**config.mk**
```make
export PLATFORM = sky130hd
export DESIGN_NAME = uart_cmd_sched_flat
export DESIGN_NICKNAME = d
export VERILOG_FILES = /design/src/rtl/uart_cmd_sched_if.sv /design/src/rtl/uart_cmd_sched.sv /design/src/flat_wrapper.sv
export SDC_FILE = /design/constraint.sdc
export NUM_CORES = 1
export LEC_CHECK = 0
export CELL_PAD_IN_SITES_DETAIL_PLACEMENT = 0
export CELL_PAD_IN_SITES_GLOBAL_PLACEMENT = 1
export CORE_ASPECT_RATIO = 1.5
export CORE_MARGIN = 1
export CORE_UTILIZATION = 42
export CTS_CLUSTER_SIZE = 16
export DETAILED_ROUTE_END_ITERATION = 7
export PLACE_DENSITY = 0.81
export SETUP_SLACK_MARGIN = 0.2
export SYNTH_ARGS = -nofsm -noshare
export SYNTH_HDL_FRONTEND = slang
export SYNTH_SLANG_ARGS = --single-unit
```
**constraint.sdc**
```tcl
create_clock -name i_CLK -period 4.4 [get_ports i_CLK]
set_input_delay 0.66 -clock i_CLK [delete_from_list [all_inputs] [get_ports i_CLK]]
set_output_delay 0.66 -clock i_CLK [all_outputs]
set_load 0.02 [all_outputs]
```
**src/rtl/uart_cmd_sched_if.sv**
```systemverilog
// Bus between the UART receiver / frame timer and the command scheduler.
// The receiver side drives the strobes; the scheduler drives the game controls.
interface uart_cmd_sched_if #(
   parameter int c_CNT_W = 3
);
   logic               i_RX_DV;
   logic [7:0]         i_RX_BYTE;
   logic               i_RX_PARITY_ERR;
   logic               i_FRAME_TICK;
   logic               o_P1_UP;
   logic               o_P1_DN;
   logic               o_P2_UP;
   logic               o_P2_DN;
   logic               o_PAUSE;
   logic               o_GAME_RST;
   logic [c_CNT_W-1:0] o_FIFO_COUNT;
   logic [7:0]         o_DROP_CNT;
   logic [7:0]         o_PERR_CNT;

   modport master (
      output i_RX_DV, i_RX_BYTE, i_RX_PARITY_ERR, i_FRAME_TICK,
      input  o_P1_UP, o_P1_DN, o_P2_UP, o_P2_DN, o_PAUSE, o_GAME_RST,
      input  o_FIFO_COUNT, o_DROP_CNT, o_PERR_CNT
   );

   modport slave (
      input  i_RX_DV, i_RX_BYTE, i_RX_PARITY_ERR, i_FRAME_TICK,
      output o_P1_UP, o_P1_DN, o_P2_UP, o_P2_DN, o_PAUSE, o_GAME_RST,
      output o_FIFO_COUNT, o_DROP_CNT, o_PERR_CNT
   );
endinterface

```
**src/rtl/uart_cmd_sched.sv**
```systemverilog
// Decodes UART command bytes into Pong controls; paddle moves are queued and released one per frame tick.
// Optional build macro PARITY_CHECK_EN: discard bytes flagged with a parity error and count them.
//
// state     | meaning
// s_IDLE    | move queue empty
// s_PENDING | queue holds moves, waiting for an unpaused frame tick
// s_ISSUE   | one move pulse on the outputs, queue head popped this cycle
module uart_cmd_sched #(
   parameter int c_FIFO_DEPTH = 4,
   parameter int c_CNT_W      = 3
) (
   input logic               i_CLK,
   input logic               i_RST_N,
   uart_cmd_sched_if.slave   bus
);
   localparam int c_PTR_W = $clog2(c_FIFO_DEPTH);

   localparam logic [1:0] s_IDLE    = 2'd0;
   localparam logic [1:0] s_PENDING = 2'd1;
   localparam logic [1:0] s_ISSUE   = 2'd2;

   logic [1:0]         r_state;
   logic [1:0]         r_mem [c_FIFO_DEPTH];
   logic [c_PTR_W-1:0] r_wr_ptr;
   logic [c_PTR_W-1:0] r_rd_ptr;
   logic [c_CNT_W-1:0] r_count;
   logic               r_pause;
   logic               r_game_rst;
   logic [3:0]         r_move;
   logic [7:0]         r_drop_cnt;
   logic [7:0]         r_perr_cnt;

   logic               w_byte_ok;
   logic               w_perr_hit;
   logic               w_is_move;
   logic               w_is_pause;
   logic               w_is_rst;
   logic               w_is_other;
   logic [1:0]         w_move_code;
   logic               w_issuing;
   logic               w_full;
   logic               w_push;
   logic               w_pop;
   logic               w_drop;
   logic               w_start_issue;
   logic [c_CNT_W-1:0] w_count_nxt;

`ifdef PARITY_CHECK_EN
   assign w_perr_hit = bus.i_RX_DV & bus.i_RX_PARITY_ERR;
   assign w_byte_ok  = bus.i_RX_DV & ~bus.i_RX_PARITY_ERR;
`else
   logic w_unused_perr;
   assign w_unused_perr = bus.i_RX_PARITY_ERR;
   assign w_perr_hit    = 1'b0;
   assign w_byte_ok     = bus.i_RX_DV;
`endif

   // Move codes double as the bit index into r_move: P1 up, P1 down, P2 up, P2 down.
   always_comb begin
      w_is_move   = 1'b0;
      w_is_pause  = 1'b0;
      w_is_rst    = 1'b0;
      w_is_other  = 1'b0;
      w_move_code = 2'd0;
      if (w_byte_ok) begin
         case (bus.i_RX_BYTE)
            8'h57:   begin w_is_move = 1'b1; w_move_code = 2'd0; end
            8'h53:   begin w_is_move = 1'b1; w_move_code = 2'd1; end
            8'h49:   begin w_is_move = 1'b1; w_move_code = 2'd2; end
            8'h4B:   begin w_is_move = 1'b1; w_move_code = 2'd3; end
            8'h50:   w_is_pause = 1'b1;
            8'h52:   w_is_rst   = 1'b1;
            default: w_is_other = 1'b1;
         endcase
      end
   end

   assign w_issuing     = (r_state == s_ISSUE);
   assign w_full        = (r_count == c_CNT_W'(c_FIFO_DEPTH));
   // A full queue still accepts a move while the head is being popped.
   assign w_push        = w_is_move & (~w_full | w_issuing);
   assign w_pop         = w_issuing;
   assign w_drop        = w_is_other | (w_is_move & ~w_push);
   assign w_start_issue = (r_state == s_PENDING) & bus.i_FRAME_TICK & ~r_pause;
   assign w_count_nxt   = r_count + c_CNT_W'(w_push) - c_CNT_W'(w_pop);

   always_ff @(posedge i_CLK) begin
      if (w_push) r_mem[r_wr_ptr] <= w_move_code;
   end

   always_ff @(posedge i_CLK or negedge i_RST_N) begin
      if (!i_RST_N) begin
         r_state    <= s_IDLE;
         r_wr_ptr   <= '0;
         r_rd_ptr   <= '0;
         r_count    <= '0;
         r_pause    <= 1'b0;
         r_game_rst <= 1'b0;
         r_move     <= 4'd0;
      end else begin
         r_game_rst <= 1'b0;
         r_move     <= 4'd0;
         if (w_is_rst) begin
            // Flush wins over any pop in flight; an already-raised pulse still completes.
            r_state    <= s_IDLE;
            r_wr_ptr   <= '0;
            r_rd_ptr   <= '0;
            r_count    <= '0;
            r_pause    <= 1'b0;
            r_game_rst <= 1'b1;
         end else begin
            if (w_push)     r_wr_ptr <= r_wr_ptr + 1'b1;
            if (w_pop)      r_rd_ptr <= r_rd_ptr + 1'b1;
            if (w_is_pause) r_pause  <= ~r_pause;
            r_count <= w_count_nxt;
            case (r_state)
               s_IDLE: begin
                  if (w_push) r_state <= s_PENDING;
               end
               s_PENDING: begin
                  if (w_start_issue) begin
                     r_state <= s_ISSUE;
                     r_move  <= 4'd1 << r_mem[r_rd_ptr];
                  end
               end
               s_ISSUE: begin
                  r_state <= (w_count_nxt != '0) ? s_PENDING : s_IDLE;
               end
               default: r_state <= s_IDLE;
            endcase
         end
      end
   end

   always_ff @(posedge i_CLK or negedge i_RST_N) begin
      if (!i_RST_N) begin
         r_drop_cnt <= 8'd0;
         r_perr_cnt <= 8'd0;
      end else begin
         if (w_drop && r_drop_cnt != 8'hFF)     r_drop_cnt <= r_drop_cnt + 8'd1;
         if (w_perr_hit && r_perr_cnt != 8'hFF) r_perr_cnt <= r_perr_cnt + 8'd1;
      end
   end

   assign bus.o_P1_UP      = r_move[0];
   assign bus.o_P1_DN      = r_move[1];
   assign bus.o_P2_UP      = r_move[2];
   assign bus.o_P2_DN      = r_move[3];
   assign bus.o_PAUSE      = r_pause;
   assign bus.o_GAME_RST   = r_game_rst;
   assign bus.o_FIFO_COUNT = r_count;
   assign bus.o_DROP_CNT   = r_drop_cnt;
   assign bus.o_PERR_CNT   = r_perr_cnt;
endmodule

```
**src/flat_wrapper.sv**
```systemverilog
// flat-port wrapper written by rule: the top's interface ports become plain ports
module uart_cmd_sched_flat 
#(
   parameter int c_FIFO_DEPTH = 4,
   parameter int c_CNT_W      = 3
)
  (i_CLK, i_RST_N, bus_i_RX_DV, bus_i_RX_BYTE, bus_i_RX_PARITY_ERR, bus_i_FRAME_TICK, bus_o_P1_UP, bus_o_P1_DN, bus_o_P2_UP, bus_o_P2_DN, bus_o_PAUSE, bus_o_GAME_RST, bus_o_FIFO_COUNT, bus_o_DROP_CNT, bus_o_PERR_CNT);
  uart_cmd_sched_if #(.c_CNT_W(c_CNT_W)) bus_i ();
  input logic i_CLK;
  input logic i_RST_N;
  input wire logic [$bits(bus_i.i_RX_DV)-1:0] bus_i_RX_DV;
  input wire logic [$bits(bus_i.i_RX_BYTE)-1:0] bus_i_RX_BYTE;
  input wire logic [$bits(bus_i.i_RX_PARITY_ERR)-1:0] bus_i_RX_PARITY_ERR;
  input wire logic [$bits(bus_i.i_FRAME_TICK)-1:0] bus_i_FRAME_TICK;
  output wire logic [$bits(bus_i.o_P1_UP)-1:0] bus_o_P1_UP;
  output wire logic [$bits(bus_i.o_P1_DN)-1:0] bus_o_P1_DN;
  output wire logic [$bits(bus_i.o_P2_UP)-1:0] bus_o_P2_UP;
  output wire logic [$bits(bus_i.o_P2_DN)-1:0] bus_o_P2_DN;
  output wire logic [$bits(bus_i.o_PAUSE)-1:0] bus_o_PAUSE;
  output wire logic [$bits(bus_i.o_GAME_RST)-1:0] bus_o_GAME_RST;
  output wire logic [$bits(bus_i.o_FIFO_COUNT)-1:0] bus_o_FIFO_COUNT;
  output wire logic [$bits(bus_i.o_DROP_CNT)-1:0] bus_o_DROP_CNT;
  output wire logic [$bits(bus_i.o_PERR_CNT)-1:0] bus_o_PERR_CNT;
  assign bus_i.i_RX_DV = bus_i_RX_DV;
  assign bus_i.i_RX_BYTE = bus_i_RX_BYTE;
  assign bus_i.i_RX_PARITY_ERR = bus_i_RX_PARITY_ERR;
  assign bus_i.i_FRAME_TICK = bus_i_FRAME_TICK;
  assign bus_o_P1_UP = bus_i.o_P1_UP;
  assign bus_o_P1_DN = bus_i.o_P1_DN;
  assign bus_o_P2_UP = bus_i.o_P2_UP;
  assign bus_o_P2_DN = bus_i.o_P2_DN;
  assign bus_o_PAUSE = bus_i.o_PAUSE;
  assign bus_o_GAME_RST = bus_i.o_GAME_RST;
  assign bus_o_FIFO_COUNT = bus_i.o_FIFO_COUNT;
  assign bus_o_DROP_CNT = bus_i.o_DROP_CNT;
  assign bus_o_PERR_CNT = bus_i.o_PERR_CNT;
  uart_cmd_sched #(.c_FIFO_DEPTH(c_FIFO_DEPTH), .c_CNT_W(c_CNT_W)) u_core (.i_CLK(i_CLK), .i_RST_N(i_RST_N), .bus(bus_i));
endmodule
```
Word-level counts from Yosys, hierarchy flattened
Memory sizes are Yosys's and may differ from the RTL's.
Cells that the tools add are included.
- register bits: 23
- memory bits (writable): 8
- bits of input ports: 13
- output and inout bits: 25
- logic and storage cells: 73
- memories kept: 1
- memory list (name ; depth ; bits a word ; rd ports ; clocked after memory_dff ; wr ports ; line ; text):
    u_core.r_mem ; 4 ; 2 ; 1 ; 0 ; 1 ; uart_cmd_sched.sv:23 ; logic [1:0] r_mem [c_FIFO_DEPTH];
- add/sub/neg operators: 5
- equal/unequal tests: 12
- shift-type cells: 1
- multiplexer cells: 28
- bitwise operators: 9
- reduce and logical (&&, ||, !) cells: 9
- operators with widths (kind ; count):
    8-bit by 7-bit equality test with 1-bit output, second input constant ; 6
    2-bit 2-to-1 mux ; 8
    1-bit 2-to-1 mux ; 14
    4-bit 2-to-1 mux ; 3
    2-bit case mux with 3 select lines ; 2
    8-bit by 1-bit adder with 8-bit output, second input constant ; 1
    8-bit != test, second input constant ; 1
    3-bit by 1-bit != test with 1-bit output, second input constant ; 2
    2-bit nonzero test ; 3
    6-bit OR reduction ; 1
    2-bit by 1-bit adder with 2-bit output, second input constant ; 2
    1-bit AND ; 4
    4-bit OR reduction ; 1
    1-bit by 2-bit << shifter with 4-bit output, first input constant ; 1
    3-bit by 1-bit adder with 3-bit output ; 1
    3-bit equality test, second input constant ; 1
    3-bit 2-to-1 mux ; 1
    1-bit NOT ; 3
    3-bit nonzero test ; 1
    3-bit by 1-bit subtractor with 3-bit output ; 1
    2-bit by 1-bit equality test with 1-bit output, second input constant ; 1
    2-bit equality test, second input constant ; 1
    2-bit logical NOT ; 1
    1-bit OR ; 2
    other kinds (2) ; 2

Longest topological paths before layout
- depth in word-level cells: 11
- mapped depth: 11
- mapped depth without buffers: 11

Least setup slack after synthesis
No wires, ideal clock.
- path type: input to register
- start: in bus_i_RX_BYTE[5]
- end: reg u_core.r_state[0]
- data arrival time: 2.686 ns
- required time: 4.323 ns
- path slack: 1.636 ns
- cell stages on the path: 11
- path buffers: 0
- cell sequence: nor3b_2 -> nand3_1 -> nor3_2 -> ha_1 -> inv_1 -> fa_1 -> xor2_1 -> xnor2_1 -> a21oi_1 -> o21ai_0 -> a21oi_1
- word-level cells in the longest chain between the ends: 11
- RTL lines (item ; line ; text):
    start, declared ; flat_wrapper.sv:12 ; input wire logic [$bits(bus_i.i_RX_BYTE)-1:0] bus_i_RX_BYTE;
    8-bit by 7-bit equality test with 1-bit output ; uart_cmd_sched.sv:66 ; case (bus.i_RX_BYTE)
    4-bit OR reduction (no source line) ; n/a ;
    1-bit 2-to-1 mux ; uart_cmd_sched.sv:66 ;
    1-bit 2-to-1 mux ; uart_cmd_sched.sv:65 ; if (w_byte_ok) begin
    1-bit AND ; uart_cmd_sched.sv:81 ; assign w_push = w_is_move & (~w_full | w_issuing);
    3-bit by 1-bit adder with 3-bit output ; uart_cmd_sched.sv:85 ; assign w_count_nxt = r_count + c_CNT_W'(w_push) - c_CNT_W'(w_pop);
    3-bit by 1-bit subtractor with 3-bit output ; uart_cmd_sched.sv:85 ;
    3-bit nonzero test ; uart_cmd_sched.sv:127 ; r_state <= (w_count_nxt != '0) ? s_PENDING : s_IDLE;
    1-bit 2-to-1 mux ; uart_cmd_sched.sv:127 ;
    2-bit case mux with 3 select lines ; uart_cmd_sched.sv:116 ; case (r_state)
    2-bit 2-to-1 mux ; uart_cmd_sched.sv:103 ; if (w_is_rst) begin
    end signal, assigned ; uart_cmd_sched.sv:105 ; r_state <= s_IDLE;
    end signal, assigned ; uart_cmd_sched.sv:118 ; if (w_push) r_state <= s_PENDING;
    end signal, assigned ; uart_cmd_sched.sv:127 ;
    end, declared ; uart_cmd_sched.sv:22 ; logic [1:0] r_state;
Several ways; a longest one is shown, not always the timed one.
A chain may end at the register's enable or synchronous reset.

Worst setup path in the final report
- start: in bus_i_RX_BYTE[6]
- end: reg u_core.r_state[0]
The elaborated chain is that of the path after synthesis.

==> metrics.md <==
| Metric | Value |
|---|---|
| Outcome | `finished, final reports clean` |
| Final period util | `64.6%` |
| N_diodes | `0` |
| Register bit total from synthesis | `31` |
| Clock Skews | `0.00335 ns` |
| Placement Cell Area | `0.00194 mm²` |
| First-pass GRT wire length | `between 4 and 5 mm` |
| Vias | `1106` |
| First DRT Iteration DRCs | `5` |
| Final net count | `192` |
| Routed length per instance | `13.1 µm` |
| Cell leakage power | `0.856 nW` |
| CTS sink cnt | `31` |
| Cell area after synthesis | `around 0.0016 mm²` |
| Library cells used by synthesis | `42` |
| Main synth FF type | `dfrtp_1` |
| Final-report hold violation count | `0` |
| Area contributors post-synth | `dfrtp_1, edfxtp_1, ha_1, xnor2_1, buf_4` |
| PortBufs | `28` |
| Min-delay worst type | `reg -> reg` |
| Root Driver | `clkbuf_8` |
| Fraction of layout cells with a size suffix above 1 | `12.8%` |
| Seq/Total Area, Yosys | `49.5%` |
| DIE HEIGHT | `a little under 80 µm` |
| Post-CTS Setup Bufs | `0` |
| R2R depth | `11` |
| Delay of the slowest critical-path stage | `~0.45 ns` |
| Largest net degree at the start of global routing | `24` |
| Crit path max-delay cell type | `clkdlybuf4s50_1` |
| Maximum buffer depth of the clock tree | `2` |
| Fin crit period | `2.84 ns` |
| Setup TNS | `0 ns` |
| Residual DRC | `0` |
| Critical path class | `in -> reg` |
| Count leader, synth | `dfrtp_1` |
| Cell repeated most along the worst path | `a21oi_1` |
| Post-CTS Resized | `0` |
| Antenna violations before repair | `0` |
| Worst-path clk slew | `0.06 ns` |
| GRT Resource Usage Total | `16.0%` |
| Async set or reset register ratio after synthesis | `74.2%` |
| Num CTS Buffers | `5` |
| Max_slew headroom | `a little under a third` |
| Power Total | `around 1.1 mW` |
| Clk_lat worst skew | `0.28 ns` |
| # setup viols final | `0` |
| Worst EP arrival | `2.99 ns` |
| Hold Path Depth | `1` |
| Total gr overflow | `0` |
| CP endpoint kind | `flip-flop` |
| IO Count | `38` |
| Cts hold-fix bufs | `0` |
| Peak supply drop | `approximately 0.30 mV` |
| Max-Cap Viols | `0` |
| Filler-free cell count of the finished design | `around 220` |
| GPL Wtd Cong | `between 0.7 and 0.8` |
| Synth area leader | `dfrtp_1` |
| Area grow syn2layout | `24.2%` |
| Commonest cells post-synth | `dfrtp_1, nor2_1, buf_4, edfxtp_1, inv_1` |
| Post-DP HPWL | `2.18 mm` |
| TritonCTS clock tree | `yes` |
| Antenna-violating nets left | `0` |
| Synth top area share | `between 30% and 40%` |
| Worst Tran Pin Value | `1.04 ns` |
| Std cell rows | `27` |
| Max-slew violations | `0` |
| RSZ-0062 raised after global routing | `no` |
| Max H-tree Level | `2` |
| Fmax | `about 350 MHz` |
| Critical Path RT | `4.55 ns` |
| Critical path, cell by cell | `clkdlybuf4s50_1, nor3b_2, nand3_1, nor3_2, ha_1, inv_1, fa_1, xor2_1, xnor2_1, a21oi_1, o21ai_0, a21oi_1` |
| Number of global-route vias before repair | `1100` |
| Initial Util | `44.3%` |
| Core area | `0.00372 mm²` |
| Power density over the cells | `approximately 540 mW/mm²` |
| Post-synth EDFFs | `8` |
| Finished layout cell area | `0.00205 mm²` |
| TritonRoute pass-1 iters | `4` |
| Min Hold Slack | `0.518 ns` |
| Total die area | `0.00418 mm²` |
| Cells after Synth | `138` |
| Die X | `between 50 and 60 µm` |
| Vias per cell | `5.14` |
| Final wirelength | `~2.8 mm` |
| Post-Syn Area per Cell | `approximately 12 µm²` |
| Warning count from the yosys run | `0` |
| CP Launch Type | `input port` |
| Crit path max fanout | `6` |
| Post-placement cell count | `a little over 200` |
## worst max-delay path, delay by kind of cell
kind	cells	cell delay (ns)
buf+inv	2	0.49
fa+ha+maj	2	0.54
compound gates	3	0.24
xor+xnor	2	0.37
simple gates	3	0.69
## cell usage in the layout (no fill, tap or decap), types with 2 or more instances in the layout
cell | Yosys | routed
clkdlybuf4s50_1 | 0 | 28
dfrtp_1 | 23 | 23
nor2_1 | 11 | 11
inv_1 | 8 | 8
conb_1 | 1 | 8
edfxtp_1 | 8 | 8
nor2b_1 | 7 | 7
nand2_1 | 7 | 7
xnor2_1 | 7 | 7
ha_1 | 7 | 7
nand3_1 | 5 | 5
a21oi_1 | 5 | 5
and2_1 | 5 | 5
clkbuf_8 | 0 | 5
and3_1 | 2 | 2
nor4b_1 | 2 | 2
and4_1 | 2 | 2
mux4_2 | 2 | 2
xor2_1 | 2 | 2
nand4_2 | 2 | 2
mux2_4 | 2 | 2
## report_power, final
| part | internal (mW) | switching (mW) | total (mW) |
|---|---|---|---|
| Combinational | 0.209 | 0.183 | 0.391 |
| Clock | 0.166 | 0.103 | 0.269 |
| Sequential | 0.361 | 0.0904 | 0.451 |
| Total | 0.735 | 0.376 | 1.11 |
## path summary, 6_finish.rpt
path	startpoint	slack, ns	endpoint
hold reg to reg	u_core.bus.o_PAUSE$_DFFE_PN0P_	0.52	u_core.bus.o_PAUSE$_DFFE_PN0P_
max in group asynchronous	i_RST_N	2.82	u_core.r_rd_ptr[0]$_DFFE_PN0P_
setup / recovery	bus_i_RX_BYTE[6]	1.56	u_core.r_state[0]$_DFFE_PN0P_
hold / removal	u_core.bus.o_PAUSE$_DFFE_PN0P_	0.52	u_core.bus.o_PAUSE$_DFFE_PN0P_
min in group asynchronous	i_RST_N	0.95	u_core.bus.o_DROP_CNT[4]$_DFFE_PN0P_
setup reg to reg	u_core.r_state[0]$_DFFE_PN0P_	2.10	u_core.r_state[0]$_DFFE_PN0P_
## per-stage QoR
stage	util, %	setup slack [ns]
after floorplan	-	1.64
after global placement	52.2	1.28
after detailed placement	52.2	1.25
after CTS	55.1	1.54
after global routing	55.1	1.26
final	55.1	1.56
## flip-flops by register name, summed over array words and instances (netlist names)
register,flops
u_core.bus.o_GAME_RST,1
u_core.bus.o_FIFO_COUNT,3
u_core.r_state,2
u_core.bus.o_PAUSE,1
u_core.r_wr_ptr,2
u_core.r_move,4
u_core.r_mem,8
u_core.bus.o_DROP_CNT,8
u_core.r_rd_ptr,2
## metal layers
metal  part of all wire, %  vias up  GRT usage [%]
met4                   1.6        0           7.89
met5                     0        -              0
met1                    38      545           17.2
met3                   4.1        4           4.07
met2                    56       30           27.7
li1                      -      527              -
## cell families (layout without fill, tap and decap cells)
logic type                 Yosys count  in the layout  synth area share (%)
and+or+nand+nor                     55             55                  22.8
DFF                                 31             31                  49.5
buffers and inverters               18             45                  6.46
AOI/OAI and AO/OA                   10             10                  3.80
xor gates and xnor gates             9              9                  4.79
adders and majority gates            8              8                  6.53
muxes                                6              6                  5.85
other                                1              8                 0.228
## cell type report
| cell class | instances | area [µm²] |
|---|---|---|
| clock buffer | 5 | 68.8 |
| clock inverter | 3 | 38.8 |
| fill | 339 | 1670 |
| inverter | 8 | 30.0 |
| multi-input combinational | 96 | 751 |
| sequential | 31 | 816 |
| tap | 43 | 53.8 |
| timing repair buffer | 29 | 288 |
(Power assumes the default switching activity.)
